[src/rtl/delta_liafn_scheduler.sv]
// Time-multiplexed leaky integrate-and-fire datapath shared by N_NEURONS delta neurons.
// Emits (id, delta) events when a neuron's state rises by at least DELTA_THRESHOLD in a timestep.
module delta_liafn_scheduler #(
  parameter int N_NEURONS       = 4,
  parameter int WIDTH           = 8,
  parameter int DELTA_THRESHOLD = 10,
  parameter int LEAK_SHIFT      = 1,
  localparam int IDX_W          = $clog2(N_NEURONS)
) (
  input  logic             clk,
  input  logic             rst_n,
  input  logic             start,
  output logic             cur_req,
  output logic [IDX_W-1:0] cur_addr,
  input  logic             cur_valid,
  input  logic [WIDTH-1:0] cur_data,
  output logic             evt_valid,
  input  logic             evt_ready,
  output logic [IDX_W-1:0] evt_id,
  output logic [WIDTH-1:0] evt_delta,
  output logic             busy,
  output logic             done,
  output logic [WIDTH-1:0] state_mon
);

  localparam logic [WIDTH-1:0] THRESHOLD = WIDTH'(DELTA_THRESHOLD);
  localparam logic [IDX_W-1:0] LAST_IDX  = IDX_W'(N_NEURONS - 1);

  typedef enum logic [2:0] {
    S_IDLE,
    S_FETCH,
    S_UPDATE,
    S_EMIT,
    S_DONE
  } state_t;

  state_t           state_q;
  state_t           state_d;
  logic [IDX_W-1:0] idx;
  logic [WIDTH-1:0] cur_lat;
  logic [WIDTH-1:0] mem [N_NEURONS];

  logic [WIDTH-1:0] old_state;
  logic [WIDTH:0]   sum;
  logic [WIDTH-1:0] new_state;
  logic [WIDTH-1:0] diff;
  logic             fire;
  logic             last;

  // Leak can never exceed the old state, so the WIDTH+1 bit sum only overflows upward.
  always_comb begin
    old_state = mem[idx];
    sum       = {1'b0, old_state} - ({1'b0, old_state} >> LEAK_SHIFT) + {1'b0, cur_lat};
    new_state = sum[WIDTH] ? '1 : sum[WIDTH-1:0];
    diff      = new_state - old_state;
    fire      = (new_state > old_state) && (diff >= THRESHOLD);
    last      = (idx == LAST_IDX);
  end

  always_ff @(posedge clk or negedge rst_n) begin
    if (!rst_n) begin
      state_q <= S_IDLE;
    end else begin
      state_q <= state_d;
    end
  end

  always_comb begin
    state_d = state_q;
    case (state_q)
      S_IDLE:   if (start) state_d = S_FETCH;
      S_FETCH:  if (cur_valid) state_d = S_UPDATE;
      S_UPDATE: begin
        if (fire)      state_d = S_EMIT;
        else if (last) state_d = S_DONE;
        else           state_d = S_FETCH;
      end
      S_EMIT: begin
        if (evt_ready) state_d = last ? S_DONE : S_FETCH;
      end
      S_DONE:   state_d = S_IDLE;
      default:  state_d = S_IDLE;
    endcase
  end

  // idx only advances once the current neuron is fully retired (update or event transfer).
  always_ff @(posedge clk or negedge rst_n) begin
    if (!rst_n) begin
      idx       <= '0;
      cur_lat   <= '0;
      evt_id    <= '0;
      evt_delta <= '0;
      for (int i = 0; i < N_NEURONS; i++) begin
        mem[i] <= '0;
      end
    end else begin
      case (state_q)
        S_FETCH: begin
          if (cur_valid) cur_lat <= cur_data;
        end
        S_UPDATE: begin
          mem[idx] <= new_state;
          if (fire) begin
            evt_id    <= idx;
            evt_delta <= diff;
          end else if (!last) begin
            idx <= idx + 1'b1;
          end
        end
        S_EMIT: begin
          if (evt_ready && !last) idx <= idx + 1'b1;
        end
        S_DONE:   idx <= '0;
        default:  ;
      endcase
    end
  end

  assign cur_req   = (state_q == S_FETCH);
  assign cur_addr  = idx;
  assign evt_valid = (state_q == S_EMIT);
  assign busy      = (state_q != S_IDLE);
  assign done      = (state_q == S_DONE);
  assign state_mon = mem[idx];

endmodule

[config.mk]
export PLATFORM = sky130hd
export DESIGN_NAME = delta_liafn_scheduler
export DESIGN_NICKNAME = d
export VERILOG_FILES = /design/src/rtl/delta_liafn_scheduler.sv
export SDC_FILE = /design/constraint.sdc
export NUM_CORES = 1
export LEC_CHECK = 0
export CAP_MARGIN = 10
export CELL_PAD_IN_SITES_DETAIL_PLACEMENT = 1
export CELL_PAD_IN_SITES_GLOBAL_PLACEMENT = 2
export CORE_MARGIN = 4
export CORE_UTILIZATION = 39
export DETAILED_ROUTE_END_ITERATION = 8
export GPL_ROUTABILITY_DRIVEN = 0
export HOLD_SLACK_MARGIN = 0.06
export PLACE_DENSITY_LB_ADDON = 0.1
export REMOVE_ABC_BUFFERS = 1
export SLEW_MARGIN = 20
export SYNTH_ARGS = -nofsm -noshare
export SYNTH_HDL_FRONTEND = slang
export SYNTH_SLANG_ARGS = --single-unit
[constraint.sdc]
create_clock -name clk -period 16.6 [get_ports clk]
set_input_delay 4.15 -clock clk [delete_from_list [all_inputs] [get_ports clk]]
set_output_delay 4.15 -clock clk [all_outputs]
set_load 0.01 [all_outputs]
* Yosys cells after proc, flatten, opt, wreduce, memory -nomap -nowiden *
Index checks and enable logic that the tools add are counted.

cells by class
  bitwise gates (word level) = 1
  add/subtract/negate cells = 4
  muxes and demuxes = 17
  $lt $le $gt $ge = 4
  reduce and logical (&&, ||, !) cells = 11
  eq/ne operators = 11

operators by type and width
  operator                                               number
  bitwise mux 32 bit                                     1
  2-to-1 mux 8 bit                                       4
  binary-select mux 8 bit (select 2 bit)                 1
  demux 8 bit (select 2 bit)                             1
  2-to-1 mux 3 bit                                       5
  case mux 3 bit (4 select lines)                        1
  adder 9 x 8 -> 9 bit                                   1
  subtractor 8 x 7 -> 9 bit                              1
  >= comparator 8 x 4 -> 1 bit, second input constant    1
  > comparator 8 bit                                     1
  subtractor 8 bit                                       1
  equality test 3 x 2 -> 1 bit, second input constant    2
  2-to-1 mux 2 bit                                       3
  inequality test 2 x 1 -> 1 bit, second input constant  3
  inequality test 2 bit, second input constant           3
  case mux 2 bit (3 select lines)                        1
  nonzero test 3 bit                                     2
  AND reduction 2 bit                                    2
  AND reduction 4 bit                                    1
  equality test 3 x 1 -> 1 bit, second input constant    1
  equality test 3 bit, second input constant             1
  >= comparator 3 bit, second input constant             1
  logical AND 1 bit                                      3
  zero test 3 bit                                        1
  6 further kinds                                        6

word-level totals
  bits of input ports = 13
  word-level logic and storage cells = 57
  register bits after elaboration = 55

* Depth between registers and ports, before layout *
  word-level depth = 12
  mapped depth = 23

* Least setup slack after synthesis *
Ideal clock, no wire load.

  path type = reg-to-reg
  from = reg idx[0] (netlist: cur_addr[0])
  to = reg idx[0] (netlist: cur_addr[0])
  clock period less this slack = 6.378 ns
  slack = 10.222 ns
  arrival time = 6.252 ns
  cell stages (with the launch flop) = 22
  cells stage by stage = dfrtp_1 > buf_1 > mux4_2 > fa_1 > inv_1 > ha_1 > nor2b_1 > o31a_1 > o211a_1 > or3_1 > clkbuf_1 > a21oi_1 > ha_1 > inv_1 > fa_1 > a211o_1 > a2111oi_0 > a211oi_1 > a211o_2 > o211a_1 > buf_6 > o311a_1

between the ends
  word-level cells in the longest chain between the ends = 12
  elaborated cells between the ends (all ways) = 23

ends and longest elaborated chain
  what                                        RTL line  source
  start, declared                             39        logic [IDX_W-1:0] idx;
  start signal, assigned                      107       idx <= idx + 1'b1;
  start signal, assigned                      111       if (evt_ready && !last) idx <= idx + 1'b1;
  inverter 2 -> 3 bit (*)                     --
  binary-select mux 8 bit (select 2 bit) (*)  --
  2-to-1 mux 8 bit (*) (2 in series)          --
  via state_mon[3]                            23        output logic [WIDTH-1:0] state_mon
  subtractor 8 x 7 -> 9 bit                   53        sum = {1'b0, old_state} - ({1'b0, old_state} >> LEAK_SHIFT) + {1'b0, cur_lat};
  adder 9 x 8 -> 9 bit                        53
  2-to-1 mux 8 bit                            54        new_state = sum[WIDTH] ? '1 : sum[WIDTH-1:0];
  subtractor 8 bit                            55        diff = new_state - old_state;
  >= comparator 8 x 4 -> 1 bit                56        fire = (new_state > old_state) && (diff >= THRESHOLD);
  logical AND 1 bit (*)                       56
  inequality test 2 bit (no source line) (*)  --
  AND reduction 4 bit (no source line) (*)    --

The timed path passes the listed nets; every way through them passes the cells marked *. The select of a mux whose other input is x is not followed.
A chain may end at the register's enable or synchronous reset.

* Worst setup path in the final report *
  from = reg idx[0] (netlist: cur_addr[0])
  to = reg idx[0] (netlist: cur_addr[0])

between the ends
  word-level cells in the longest chain between the ends = 12
  elaborated cells between the ends (all ways) = 23

ends and longest elaborated chain
  what                                                  RTL line  source
  inverter 2 -> 3 bit (implied by the code)             52        old_state = mem[idx];
  binary-select mux 8 bit (select 2 bit)                52
  2-to-1 mux 8 bit (implied by the code) (2 in series)  52
  subtractor 8 x 7 -> 9 bit                             53
  adder 9 x 8 -> 9 bit                                  53
  2-to-1 mux 8 bit                                      54
  subtractor 8 bit                                      55
  >= comparator 8 x 4 -> 1 bit                          56
  logical AND 1 bit                                     56
  inequality test 2 bit (no source line)                --
  AND reduction 4 bit (no source line)                  --

Parallel ways exist; a longest one is shown, timed or not. The select of a mux whose other input is x is not followed.

==> summary.md <==
### Synthesis
* **most area-consuming cells after synthesis** dfrtp_1 39%, ha_1 8.3%, a21oi_1 5.7%, mux4_2 5.2%, inv_1 5.1%
* **post-synthesis instance total** 364
* **number of enable-type register cells in the synthesized netlist** 0
* **post-synthesis async set-or-reset flop share** 1.00
* **Synth Warn #** 0
* **post-synthesis cell type with the largest combined area** dfrtp_1
* **Synth Register Bits** 55
* **post-synthesis instance area** 0.00349 mm²
* **syn avg cell area** 9.58 µm²
* **area share of the largest cell type after synthesis** 0.395
* **Post-synth top flop** dfrtp_1
* **fraction of the yosys area taken by sequential cells** 0.395
* **synth unique cells** 52

### STA
* **Final Hold Fails** 0
* **Least-Margin Pin Slew** 0.986 ns
* **pins over their slew limit** 0
* **crit path time final** 6.74 ns
* **total of endpoints with negative setup slack in the final report** 0
* **worst max-slew margin expressed relative to the limit** 0.341
* **maximum operating frequency** 0.148 GHz
* **Clock Skew** 0.00918 ns
* **setup repair after global routing missed its margin** false
* **Total Neg Setup Slack** 0 ns
* **final cycle utilization of the critical path** 0.406
* **final hold slack** 0.516 ns

### Clocking
* **count of buffers added by post-CTS timing repair for setup** 0
* **htree depth** 2
* **Clock Latency Late Sink** 0.31 ns
* **clock root cell** clkbuf_8
* **maximum root-to-sink buffer count** 2
* **clock tree from TritonCTS** done
* **Sinks on Clock Net** 55
* **number of hold buffers added after CTS** 0
* **total CTS buffers** 5
* **clock slew seen by the registers of the worst setup and hold paths** 0.11 ns
* **total of cells resized after clock tree synthesis** 0

### Final layout
* **commonest cells after routing, fill and taps aside** 55 x dfrtp_1, 47 x inv_1, 40 x a21oi_1
* **Area growth, synth to finish** 15.2%
* **layout cell share with drive strength beyond 1** 0.0814
* **Layout Nets** 436
* **number of non-filler instances in the completed layout** 501
* **commonest non-fill, non-tap cell in the layout** dfrtp_1
* **final antenna diode count** 0

### Drt
* **M1 WL** 4340 µm
* **number of nets still failing antenna checks after routing** 0
* **total via count in the routed design** 2693
* **metal2 WL** 4180 µm
* **First-pass DRT Iterations** 4
* **met3 routed WL** 147 µm
* **highest metal used** met4
* **detail-routed via count per cell** 5.38
* **detail-routed net length per standard cell** 17.4 µm
* **total DRC errors in the routed layout** 0
* **DRC violation total after the first TritonRoute iteration** 37
* **Routed WL** 8740 µm

### GRT
* **initial antenna violation count** 0
* **All-Layer GR Usage** 0.177
* **vias in the first global route** 2812
* **pin count of the biggest net entering global routing** 56
* **Overflow after GRT** 0
* **first-pass GRT wire length** 14400 µm

### Worst setup path
* **critical path type** flop to flop
* **worst endpoint data arrival time** 6.95 ns
* **endpoint class of the critical path** flop
* **Max FO, Critical Path** 14
* **endpoint required time on the critical path** 16.81 ns
* **Crit-path slowest cell** dfrtp_1
* **largest stage delay on the critical path** 0.83 ns
* **startpoint types** flop
* **cells traversed along the worst timing path** mux4_2 -> fa_1 -> inv_1 -> ha_1 -> nor2b_1 -> o31a_1 -> o211a_1 -> or3_1 -> a21oi_1 -> ha_1 -> inv_1 -> fa_1 -> a211o_1 -> a2111oi_0 -> a211oi_1 -> a211o_2 -> o211a_1 -> o311a_1

### Floorplan
* **overall die area** 0.0105 mm²
* **Top Ports** 37
* **overall die width** 103 µm
* **effective utilization at floorplan** 0.400
* **y dimension of the die** 103 µm
* **std cell rows** 34
* **total core area** 0.00872 mm²

### Worst hold path
* **type of the worst min-delay path** flop to flop

### Placement
* **HPWL Detailed** 6680 µm
* **port buffer count** 36
* **placed insts** 493

### Outcome
* **outcome** finished clean

### Flow run
* **max-cap viol count** 0

==> registers in the layout, indices dropped and copies added (netlist names) <==
signal / count
evt_id: 2
evt_delta: 8
cur_addr: 2
state_q: 3
mem: 32
cur_lat: 8
==> stage by stage <==
step                      instance area [µm²]  utilization  worst slack, ns
after floorplan                          3410            -            10.46
after global placement                   3930        0.450            10.01
final                                    4020        0.461             9.86
after CTS                                4020        0.461             9.80
after detailed placement                 3930        0.450             9.79
after global routing                     4020        0.461             9.43
==> critical path: cells and delay by family, from the launching register on <==
kind            cells  cell delay [ns]
compound gates      9             3.00
fa+ha+maj           4             1.48
buf+inv             2             0.09
flops               1             0.83
mux                 1             0.64
simple gates        2             0.59
==> cell usage after synthesis (2+ instances only) <==
master / count
mux2_2: 7
inv_1: 47
nor2_1: 38
dfrtp_1: 55
nor3b_1: 4
nor2b_1: 5
nor4_1: 2
a211oi_1: 5
fa_1: 8
o21a_1: 6
o211ai_1: 5
nand2_1: 14
nor3_1: 2
ha_1: 23
xnor2_1: 8
or3_1: 4
a31oi_1: 5
o2111ai_1: 4
a21oi_1: 40
nand2b_1: 3
o21ai_0: 19
clkbuf_1: 13
mux2i_1: 3
and2_1: 6
o211a_1: 2
a311oi_1: 2
mux4_2: 8
a211o_1: 2
==> routing by layer <==
metal / global-route usage / up-vias
met5: 0 / -
met1: 0.251 / 1346
met4: 0.0363 / 0
met2: 0.295 / 23
li1: - / 1318
met3: 0.0217 / 6
==> cell type report <==
class	instances	area [µm²]
Timing Repair Buffer	38	370
Sequential cell	55	1380
Clock inverter	3	23.8
Multi-Input combinational cell	245	1870
Clock buffer	5	68.8
Inverter	47	176
Fill cell	1023	4700
Tap cell	108	135
==> path summary, 6_finish.rpt <==
kind	endpoint	cells after the start	slack, ns	start
worst max-delay path	cur_addr[0]	18	9.86	cur_addr[0]
worst min register to register	evt_delta[5]	1	0.52	evt_delta[5]
min in group asynchronous	cur_lat[4]	2	3.95	rst_n
worst max register to register	cur_addr[0]	18	9.86	cur_addr[0]
worst min-delay path	evt_delta[5]	1	0.52	evt_delta[5]
max in group asynchronous	evt_delta[2]	2	12.16	rst_n
==> kinds of logic (layout without fill, tap and decap cells) <==
| kind of cell | count (synthesis) | after routing | share of synthesized area |
|---|---|---|---|
| AOI/OAI and AO/OA | 99 | 99 | 0.175 |
| and+or+nand+nor | 89 | 89 | 0.127 |
| buffers and inverters | 64 | 93 | 0.0718 |
| DFF | 55 | 55 | 0.395 |
| adders and majority gates | 31 | 31 | 0.128 |
| muxes | 18 | 18 | 0.0829 |
| xor gates and xnor gates | 8 | 8 | 0.0201 |
Power is left out: the tool's default activity adds up to more than one toggle a clock period on the data nets, which glitch-free logic cannot reach.
